--- config.mk ---
export PLATFORM = sky130hd
export DESIGN_NAME = rv_decode_issue
export DESIGN_NICKNAME = d
export VERILOG_FILES = /design/src/rtl/rv_decode_issue.sv
export SDC_FILE = /design/constraint.sdc
export NUM_CORES = 1
export LEC_CHECK = 0
export CAP_MARGIN = 30
export CORE_MARGIN = 1
export CORE_UTILIZATION = 25
export CTS_CLUSTER_DIAMETER = 100
export DETAILED_ROUTE_END_ITERATION = 10
export PLACE_DENSITY = 0.49
export SLEW_MARGIN = 40
export SYNTH_ARGS = -nofsm -noshare
export SYNTH_HDL_FRONTEND = slang
export SYNTH_SLANG_ARGS = --single-unit
--- constraint.sdc ---
create_clock -name clk -period 11.2 [get_ports clk]
set_clock_uncertainty 0.1 [all_clocks]
set_input_delay 1.12 -clock clk [delete_from_list [all_inputs] [get_ports clk]]
set_output_delay 1.12 -clock clk [all_outputs]
set_load 0.1 [all_outputs]
--- src/rtl/rv_decode_issue.sv ---
// RV32I decode/issue stage: decodes one instruction per handshake into a registered ID/EX slot.
// Latency: 1 cycle from accept to out_valid; 1 instruction/cycle sustained without hazards.
// Backpressure: slot holds while out_ready is low; load-use interlock and flush drop in_ready.
// Optional feature macro: ILLEGAL_TRAP_EN (issue illegal words flagged, otherwise as a NOP).
module rv_decode_issue #(
    parameter int LOAD_USE_BUBBLES = 1,
    parameter int PC_W             = 12
) (
    input  logic            clk,
    input  logic            reset,
    input  logic            in_valid,
    output logic            in_ready,
    input  logic [31:0]     in_insn,
    input  logic [PC_W-1:0] in_pc,
    output logic [4:0]      rs1_addr,
    output logic [4:0]      rs2_addr,
    input  logic [31:0]     rs1_data,
    input  logic [31:0]     rs2_data,
    input  logic            flush,
    output logic            out_valid,
    input  logic            out_ready,
    output logic [4:0]      out_aluop,
    output logic            out_sign,
    output logic [31:0]     out_data1,
    output logic [31:0]     out_op2,
    output logic [31:0]     out_rs2val,
    output logic [PC_W-1:0] out_pc,
    output logic [31:0]     out_imm,
    output logic [4:0]      out_rd,
    output logic            out_regwrite,
    output logic            out_memread,
    output logic            out_memwrite,
    output logic            out_branch,
    output logic            out_illegal
);

    localparam logic [4:0] ALU_ADD  = 5'b00000;
    localparam logic [4:0] ALU_SUB  = 5'b00001;
    localparam logic [4:0] ALU_SLL  = 5'b00010;
    localparam logic [4:0] ALU_XOR  = 5'b00011;
    localparam logic [4:0] ALU_SRL  = 5'b00100;
    localparam logic [4:0] ALU_SRA  = 5'b00101;
    localparam logic [4:0] ALU_OR   = 5'b00110;
    localparam logic [4:0] ALU_AND  = 5'b00111;
    localparam logic [4:0] ALU_SLT  = 5'b01000;
    localparam logic [4:0] ALU_PASS = 5'b01001;

    localparam logic [6:0] OPC_OP     = 7'b0110011;
    localparam logic [6:0] OPC_OPIMM  = 7'b0010011;
    localparam logic [6:0] OPC_LOAD   = 7'b0000011;
    localparam logic [6:0] OPC_STORE  = 7'b0100011;
    localparam logic [6:0] OPC_BRANCH = 7'b1100011;
    localparam logic [6:0] OPC_LUI    = 7'b0110111;
    localparam logic [6:0] OPC_AUIPC  = 7'b0010111;

    // Counter reloads with one less than the bubble count: the cycle the load
    // leaves already counts as the first bubble.
    localparam logic [1:0] BUBBLE_RELOAD = 2'(LOAD_USE_BUBBLES - 1);

    // Instruction fields and immediates
    logic [6:0]  opcode;
    logic [2:0]  funct3;
    logic [4:0]  rd_fld;
    logic [31:0] imm_i, imm_s, imm_b, imm_u;

    assign opcode   = in_insn[6:0];
    assign funct3   = in_insn[14:12];
    assign rd_fld   = in_insn[11:7];
    assign rs1_addr = in_insn[19:15];
    assign rs2_addr = in_insn[24:20];
    assign imm_i    = {{20{in_insn[31]}}, in_insn[31:20]};
    assign imm_s    = {{20{in_insn[31]}}, in_insn[31:25], in_insn[11:7]};
    assign imm_b    = {{19{in_insn[31]}}, in_insn[31], in_insn[7], in_insn[30:25], in_insn[11:8], 1'b0};
    assign imm_u    = {in_insn[31:12], 12'b0};

    // Decoded next-slot contents
    logic [4:0]      aluop_d;
    logic            sign_d;
    logic [31:0]     data1_d, op2_d, rs2val_d, imm_d;
    logic [4:0]      rd_d;
    logic            regwrite_d, memread_d, memwrite_d, branch_d, illegal_d;
    logic            uses_rs1, uses_rs2;

    // Slot state
    logic            valid_q, valid_d;
    logic [1:0]      bubble_q, bubble_d;
    logic [4:0]      load_rd_q, load_rd_d;
    logic [4:0]      aluop_q;
    logic            sign_q;
    logic [31:0]     data1_q, op2_q, rs2val_q, imm_q;
    logic [PC_W-1:0] pc_q;
    logic [4:0]      rd_q;
    logic            regwrite_q, memread_q, memwrite_q, branch_q;

    logic            hazard;
    logic            xfer;

    // Decode the offered instruction into ALU, memory and writeback controls
    always_comb begin
        aluop_d    = ALU_ADD;
        sign_d     = 1'b1;
        data1_d    = rs1_data;
        op2_d      = 32'd0;
        rs2val_d   = 32'd0;
        imm_d      = 32'd0;
        rd_d       = 5'd0;
        regwrite_d = 1'b0;
        memread_d  = 1'b0;
        memwrite_d = 1'b0;
        branch_d   = 1'b0;
        illegal_d  = 1'b0;
        uses_rs1   = 1'b0;
        uses_rs2   = 1'b0;
        case (opcode)
            OPC_OP: begin
                uses_rs1   = 1'b1;
                uses_rs2   = 1'b1;
                op2_d      = rs2_data;
                rd_d       = rd_fld;
                regwrite_d = 1'b1;
                case (funct3)
                    3'b000:  aluop_d = in_insn[30] ? ALU_SUB : ALU_ADD;
                    3'b001:  aluop_d = ALU_SLL;
                    3'b010:  aluop_d = ALU_SLT;
                    3'b011: begin
                        aluop_d = ALU_SLT;
                        sign_d  = 1'b0;
                    end
                    3'b100:  aluop_d = ALU_XOR;
                    3'b101:  aluop_d = in_insn[30] ? ALU_SRA : ALU_SRL;
                    3'b110:  aluop_d = ALU_OR;
                    default: aluop_d = ALU_AND;
                endcase
            end
            OPC_OPIMM: begin
                uses_rs1   = 1'b1;
                op2_d      = imm_i;
                imm_d      = imm_i;
                rd_d       = rd_fld;
                regwrite_d = 1'b1;
                case (funct3)
                    3'b000:  aluop_d = ALU_ADD;
                    3'b001: begin
                        aluop_d = ALU_SLL;
                        op2_d   = {27'b0, in_insn[24:20]};
                    end
                    3'b010:  aluop_d = ALU_SLT;
                    3'b011: begin
                        aluop_d = ALU_SLT;
                        sign_d  = 1'b0;
                    end
                    3'b100:  aluop_d = ALU_XOR;
                    3'b101: begin
                        aluop_d = in_insn[30] ? ALU_SRA : ALU_SRL;
                        op2_d   = {27'b0, in_insn[24:20]};
                    end
                    3'b110:  aluop_d = ALU_OR;
                    default: aluop_d = ALU_AND;
                endcase
            end
            OPC_LOAD: begin
                uses_rs1   = 1'b1;
                op2_d      = imm_i;
                imm_d      = imm_i;
                rd_d       = rd_fld;
                regwrite_d = 1'b1;
                memread_d  = 1'b1;
            end
            OPC_STORE: begin
                uses_rs1   = 1'b1;
                uses_rs2   = 1'b1;
                op2_d      = imm_s;
                imm_d      = imm_s;
                rs2val_d   = rs2_data;
                memwrite_d = 1'b1;
            end
            OPC_BRANCH: begin
                uses_rs1 = 1'b1;
                uses_rs2 = 1'b1;
                op2_d    = rs2_data;
                imm_d    = imm_b;
                branch_d = 1'b1;
                case (funct3)
                    3'b000, 3'b001: aluop_d = ALU_SUB;
                    3'b100, 3'b101: aluop_d = ALU_SLT;
                    3'b110, 3'b111: begin
                        aluop_d = ALU_SLT;
                        sign_d  = 1'b0;
                    end
                    default: illegal_d = 1'b1;
                endcase
            end
            OPC_LUI: begin
                aluop_d    = ALU_PASS;
                data1_d    = 32'd0;
                op2_d      = imm_u;
                imm_d      = imm_u;
                rd_d       = rd_fld;
                regwrite_d = 1'b1;
            end
            OPC_AUIPC: begin
                data1_d    = 32'(in_pc);
                op2_d      = imm_u;
                imm_d      = imm_u;
                rd_d       = rd_fld;
                regwrite_d = 1'b1;
            end
            default: illegal_d = 1'b1;
        endcase
        // Illegal words become an inert add of zeros with every control cleared
        if (illegal_d) begin
            aluop_d    = ALU_ADD;
            sign_d     = 1'b0;
            data1_d    = 32'd0;
            op2_d      = 32'd0;
            rs2val_d   = 32'd0;
            imm_d      = 32'd0;
            rd_d       = 5'd0;
            regwrite_d = 1'b0;
            memread_d  = 1'b0;
            memwrite_d = 1'b0;
            branch_d   = 1'b0;
            uses_rs1   = 1'b0;
            uses_rs2   = 1'b0;
        end
        // x0 is never written
        if (rd_d == 5'd0) begin
            regwrite_d = 1'b0;
        end
    end

    // A load in the slot whose rd is read by the offered instruction must not be bypassed
    assign hazard = valid_q && (load_rd_q != 5'd0) &&
                    ((uses_rs1 && (rs1_addr == load_rd_q)) ||
                     (uses_rs2 && (rs2_addr == load_rd_q)));

    assign in_ready = !reset && !flush && (bubble_q == 2'd0) && !hazard &&
                      (!valid_q || out_ready);
    assign xfer     = in_valid && in_ready;

    // Next state of slot occupancy, bubble counter and pending load destination
    always_comb begin
        valid_d   = valid_q;
        bubble_d  = bubble_q;
        load_rd_d = load_rd_q;
        if (flush) begin
            valid_d   = 1'b0;
            bubble_d  = 2'd0;
            load_rd_d = 5'd0;
        end else begin
            if (bubble_q != 2'd0) begin
                bubble_d = bubble_q - 2'd1;
            end
            if (hazard && out_ready) begin
                bubble_d = BUBBLE_RELOAD;
            end
            if (xfer) begin
                valid_d   = 1'b1;
                load_rd_d = memread_d ? rd_d : 5'd0;
            end else if (out_ready) begin
                valid_d   = 1'b0;
                load_rd_d = 5'd0;
            end
        end
    end

    // Control state registers
    always_ff @(posedge clk or posedge reset) begin
        if (reset) begin
            valid_q   <= 1'b0;
            bubble_q  <= 2'd0;
            load_rd_q <= 5'd0;
        end else begin
            valid_q   <= valid_d;
            bubble_q  <= bubble_d;
            load_rd_q <= load_rd_d;
        end
    end

    // ID/EX payload, captured only on an accepted transfer so it holds under backpressure
    always_ff @(posedge clk or posedge reset) begin
        if (reset) begin
            aluop_q    <= 5'd0;
            sign_q     <= 1'b0;
            data1_q    <= 32'd0;
            op2_q      <= 32'd0;
            rs2val_q   <= 32'd0;
            imm_q      <= 32'd0;
            pc_q       <= '0;
            rd_q       <= 5'd0;
            regwrite_q <= 1'b0;
            memread_q  <= 1'b0;
            memwrite_q <= 1'b0;
            branch_q   <= 1'b0;
        end else if (xfer) begin
            aluop_q    <= aluop_d;
            sign_q     <= sign_d;
            data1_q    <= data1_d;
            op2_q      <= op2_d;
            rs2val_q   <= rs2val_d;
            imm_q      <= imm_d;
            pc_q       <= in_pc;
            rd_q       <= rd_d;
            regwrite_q <= regwrite_d;
            memread_q  <= memread_d;
            memwrite_q <= memwrite_d;
            branch_q   <= branch_d;
        end
    end

`ifdef ILLEGAL_TRAP_EN
    logic illegal_q;

    // Illegal flag travels with the slot so execute can raise the trap
    always_ff @(posedge clk or posedge reset) begin
        if (reset) begin
            illegal_q <= 1'b0;
        end else if (xfer) begin
            illegal_q <= illegal_d;
        end
    end

    assign out_illegal = illegal_q;
`else
    assign out_illegal = 1'b0;
`endif

    assign out_valid    = valid_q;
    assign out_aluop    = aluop_q;
    assign out_sign     = sign_q;
    assign out_data1    = data1_q;
    assign out_op2      = op2_q;
    assign out_rs2val   = rs2val_q;
    assign out_pc       = pc_q;
    assign out_imm      = imm_q;
    assign out_rd       = rd_q;
    assign out_regwrite = regwrite_q;
    assign out_memread  = memread_q;
    assign out_memwrite = memwrite_q;
    assign out_branch   = branch_q;

endmodule

## Yosys cells after proc, flatten, opt, wreduce, memory -nomap -nowiden

Index checks and enable logic that the tools add are counted.

| word-level totals | value |
|---|---|
| word-level logic and storage cells | 116 |
| output and inout bits | 168 |
| bits in registers | 163 |

| operators by class | value |
|---|---|
| mux-type cells | 47 |
| $add $sub $neg | 1 |
| reduce and logical (&&, ||, !) cells | 37 |
| eq/ne operators | 16 |

Operators by type and width:

| kind | count |
|---|---|
| $mux W32 | 6 |
| $pmux W32 S5 | 1 |
| $pmux W32 S4 | 1 |
| $pmux W32 S2 | 1 |
| $pmux W4 S6 | 2 |
| $mux W5 | 7 |
| $mux W1 | 22 |
| $eq A7 B6 Y1 const B | 3 |
| $pmux W4 S4 | 1 |
| $reduce_or A2 Y1 | 8 |
| $eq A7 B5 Y1 const B | 2 |
| $eq A3 B3 Y1 const B | 4 |
| $reduce_or A6 Y1 | 2 |
| $eq A5 B5 Y1 | 2 |
| $logic_and A1 B1 Y1 | 10 |
| $reduce_or A5 Y1 | 2 |
| $pmux W4 S2 | 1 |
| $eq A7 B2 Y1 const B | 1 |
| $eq A7 B7 Y1 const B | 1 |
| $eq A3 B2 Y1 const B | 2 |
| $mux W2 | 3 |
| $reduce_bool A3 Y1 | 2 |
| $logic_not A5 Y1 | 1 |
| $reduce_bool A5 Y1 | 1 |
| other kinds (10) | 15 |

## Longest topological paths before layout

| logic depth | value |
|---|---|
| depth in word-level cells | 14 |
| depth in mapped cells | 10 |
| mapped depth without buffers | 7 |

## Worst setup path after synthesis

No wires, ideal clock.

| timing path | value |
|---|---|
| kind | input to output |
| from | in in_insn[13] |
| to | out in_ready |
| setup slack | 6.865 ns |
| stages on the path | 8 |
| buffers on the path | 3 |
| data arrival time | 3.115 ns |
| cell sequence | clkbuf_1 -> nand2b_1 -> a21boi_1 -> nor3_1 -> o21ai_2 -> buf_2 -> buf_2 -> and2_1 |

| between the ends | value |
|---|---|
| cells in the longest elaborated chain, start to end | 11 |
| elaborated cells on any way between the ends | 18 |
| those cells by class | eq/ne (5); mux (4); reduce/logical (9) |

Ends and longest elaborated chain:

| item | line | RTL |
|---|---|---|
| start: declaration | 13 | `input logic [31:0] in_insn,` |
| $eq A3 B3 Y1 (tied with other cells) | 183 | `case (funct3)` |
| $reduce_or A6 Y1 (no line) (*) | -- |  |
| $mux W1 (*) | 183 |  |
| $pmux W1 S2 (*) | 114 | `case (opcode)` |
| $mux W1 | 211 | `if (illegal_d) begin` |
| $logic_and A1 B1 Y1, on equally long branches | 234, 235 |  |
| $logic_or A1 B1 Y1 (*) | 234 | `((uses_rs1 && (rs1_addr == load_rd_q)) \|\|` |
| $logic_and A1 B1 Y1 (*) | 233 | `assign hazard = valid_q && (load_rd_q != 5'd0) &&` |
| $logic_not A1 Y1 (*) | 237 | `assign in_ready = !reset && !flush && (bubble_q == 2'd0) && !hazard &&` |
| $logic_and A1 B1 Y1 (*) (2 in series) | 237 |  |
| end: declaration | 12 | `output logic in_ready,` |

Mark *: on every way between the ends. The rest lies on a longest branch, timed or not.

## Worst setup path in the final report

| timing path | value |
|---|---|
| from | in in_insn[2] |
| to | out in_ready |

| between the ends | value |
|---|---|
| cells in the longest elaborated chain, start to end | 10 |
| elaborated cells on any way between the ends | 22 |
| those cells by class | eq/ne (7); mux (5); reduce/logical (10) |

Ends and longest elaborated chain:

| item | line |
|---|---|
| $eq A7 B5 Y1 (tied with other cells) | 114 |
| $reduce_or A6 Y1 (no line) (tied with other cells) | -- |
| $pmux W1 S2 / $mux W1 (equally long branches) | 114 |
| $mux W1 | 211 |
| $logic_and A1 B1 Y1, on equally long branches | 234, 235 |
| $logic_or A1 B1 Y1 (*) | 234 |
| $logic_and A1 B1 Y1 (*) | 233 |
| $logic_not A1 Y1 (*) | 237 |
| $logic_and A1 B1 Y1 (*) (2 in series) | 237 |

Marked as above.

==> results by group <==
Outcome
  • Outcome: complete, no violations

GRT
  • Largest net degree at the start of global routing: 94
  • Total gr overflow: 0
  • First-pass GRT wire length: 42700 um
  • Number of global-route vias before repair: 6428
  • Initial antenna violation count: 1
  • Gr usage total: 0.189

Timing
  • Max-slew headroom: 0.440
  • RSZ-0062 raised after global routing: no
  • Slew Limit Fails: 0
  • Slew at the pin closest to its max-slew limit: 837 ps
  • Final Hold Fails: 0
  • Final TNS setup: 0 ps
  • Crit share post-route: 0.448
  • Fin crit period: 5010 ps
  • Final setup violation count: 0
  • Max Fclk: 200 MHz
  • Hold WS: 385 ps

Clock tree
  • Clock Sink Count: 162
  • CTS buffer count: 17
  • Clk pin slew, worst setup/hold paths: 60 ps
  • TritonCTS clock tree: done
  • Root Buffer: clkbuf_16
  • Post_cts resized: 0
  • H-tree Lvls: 4
  • Clk_lat worst skew: 420 ps
  • CTS Buffer Depth: 2
  • Postcts setup bufs: 0
  • # hold bufs at CTS: 0

Logic synthesis
  • Sequential share of the synthesized area: 0.553
  • Syn Area/Cell: 11.2 um2
  • Cells after Synth: 657
  • Netlist Area Pre-Place: 7330 um2
  • Post-synth cell types: 46
  • YS warnings: 0
  • Async SR Flop Fraction: 1.00
  • Post-synth EDFFs: 0
  • Synth Register Bits: 162
  • Top FF cell, synth: dfrtp_1

Setup path
  • Critical-path top delay cell: clkdlybuf4s50_1
  • Critical path buffer and inverter count: 4
  • Delay of the slowest critical-path stage: 550 ps
  • Worst path arrival time: 3790 ps
  • Worst-case reg-to-reg path depth: 8
  • R2R Path Start: load_rd_q[0]
  • CP Max Fanout: 31
  • Critical R2R Capture: out_op2[10]
  • CP endpoint kind: output pin
  • CP Data Required Time: 9980 ps
  • CP cell instances: clkdlybuf4s50_1 -> nor4bb_1 -> buf_4 -> nand2_2 -> a2111oi_4 -> o21ai_2 -> buf_4 -> and2_1 -> buf_2
  • CP delay by family, top: buffers and inverters
  • Worst reg2reg setup slack: 7780 ps
  • Crit Path Class: in2out
  • Crit start category: input pin
  • Worst path most repeated cell: buf_4

Floorplanning
  • Die Ht: 173 um
  • Core area: 28800 um2
  • Die area: 30000 um2
  • Initial core utilization: 0.255
  • Rows: 62
  • Die width: 173 um
  • Io pins: 281

Min path
  • Hold path endpoint: out_op2[30]
  • Hold WC Path Type: reg2reg
  • Hold Crit Depth: 1
  • Hold path startpoint: out_op2[30]

Run
  • Max cap viols: 0

Pwr
  • Pwr/cell area: 171 nW/um2
  • Clk pwr share: 0.345
  • Pleak: 4.58 nW
  • Switching pwr: 0.680 mW
  • Comb pwr share: 0.288
  • Max VDD drop: 0.0847 mV
  • Reg power frac: 0.367
  • Int Pwr: 1.06 mW
  • Net Sw Frac: 0.390

Drt
  • Via density: 5.04
  • Detailed Route Iter0 Violations: 481
  • Drt wl/cell: 22.1 um
  • DRC: 0
  • Final ANT Viol Nets: 0
  • WL final: 28600 um
  • Detailed-route via count: 6541
  • Drt pass-1 iters: 5

Finish
  • Area grow syn2layout: 38.9%
  • Final net count: 1014
  • Filler Cell Count: 2962
  • Ratio of cells with drive above 1 in the final layout: 0.273

Placed design
  • Post-DP HPWL: 19700 um
  • Final GP Congestion: 0.778
  • Port bufs: 278
[metrics by stage]
step	setup WS (ps)	total power, mW	area (um2)	instances	utilization
after global placement	5530	1.19	10300	1262	0.359
after floorplan	5600	1.03	7330	658	-
after detailed placement	6090	1.16	9580	1265	0.333
after CTS	6210	1.77	10200	1297	0.354
after global routing	6030	1.81	10200	1298	0.354
final	6190	1.74	10200	1298	0.354
[kinds of logic after synthesis]
group           Yosys count  synth area share
compound gates          280             0.273
buf+inv                  73            0.0550
flops                   162             0.553
xor+xnor                 12            0.0143
mux                      22            0.0338
fa+ha+maj                 1           0.00171
simple gates            106            0.0686
other cells               1          0.000512
[worst reg2reg max path, cell delays in order (launching register included)]
cell and delay (ps):
dfrtp_1 450, xnor2_1 180, nand3_1 90, nor3_1 510, o21ai_2 110, buf_4 260
nand2_4 440, buf_4 680, mux2_2 480
[cell type report]
cell class / count / area, um2 / area share
diodes: 1 / 2.50 / 0.000246
clock buffers: 19 / 443 / 0.0435
clock inverters: 13 / 150 / 0.0147
inverters: 5 / 26.3 / 0.00258
multi-input cells: 423 / 2940 / 0.288
flip-flops and latches: 162 / 4050 / 0.398
well taps: 384 / 480 / 0.0472
repair buffers: 291 / 2090 / 0.205
[synthesized netlist by cell type, drive strengths merged, types with 4 or more instances]
cell     count  share of area
a21oi       29          0.020
nor3         7         0.0048
inv          5         0.0026
nand3        6         0.0041
buf         38          0.036
xor2         4         0.0048
nand2       47          0.025
clkbuf      30          0.016
xnor2        8         0.0096
nor2        17         0.0090
mux2        22          0.034
a22oi       12          0.012
a22o        17          0.020
dfrtp      162           0.55
and2         4         0.0034
o2bb2ai     51          0.061
a32o        26          0.036
nand2b       7         0.0060
o21ai      106          0.073
and3         5         0.0043
nor2b        6         0.0051
a211oi       4         0.0048
a221oi      24          0.029
[per-layer routing]
metal / track usage / part of all wire / vias to the layer above
li1: - / - / 2960
met1: 0.271 / 0.47 / 3337
met2: 0.290 / 0.47 / 222
met3: 0.0371 / 0.046 / 22
met4: 0.0535 / 0.016 / 0
met5: 0 / 0 / -
[worst max-delay path by stage]
| stage | from | to | slack, ps | cells past startpoint |
|---|---|---|---|---|
| global placement | in_insn[2] | in_ready | 5530 | 9 |
| CTS | in_insn[2] | in_ready | 6210 | 9 |
| floorplan | reset | bubble_q[0] | 5600 | 1 |
| detailed placement | in_insn[2] | out_op2[10] | 6090 | 10 |
| global route | in_insn[5] | in_ready | 6030 | 8 |
| finish | in_insn[2] | in_ready | 6190 | 9 |
[placed cells by master, fill, tap and decap left out, drive strengths merged, types with 5 or more instances in the layout]
master	synthesis	routed
nor2	17	17
o2bb2ai	51	51
inv	5	10
a221oi	24	24
dfrtp	162	162
nand2	47	47
nand2b	7	7
nor3	7	7
o21ai	106	106
a32o	26	26
a22o	17	17
a22oi	12	12
nor2b	6	6
clkdlybuf4s50	0	112
a21oi	29	29
xnor2	8	8
mux2	22	22
and3	5	5
buf	38	179
clkbuf	30	19
nand3	6	6
[state kept, by name, indices dropped and copies added, names as in the netlist, 2 cells and up]
register / count
out_aluop: 4
out_rd: 5
out_op2: 32
out_imm: 32
out_rs2val: 32
out_data1: 32
out_pc: 12
bubble_q: 2
load_rd_q: 5
[power by group through the flow]
stage / Sequential [mW] / Combinational [mW] / Clock [mW]
finish: 0.641 / 0.502 / 0.602
detailed placement: 0.652 / 0.505 / 0
floorplan: 0.920 / 0.114 / 0
CTS: 0.641 / 0.505 / 0.622
global placement: 0.653 / 0.540 / 0
global route: 0.646 / 0.520 / 0.646
No activity file was read; power rests on OpenSTA's default activity.
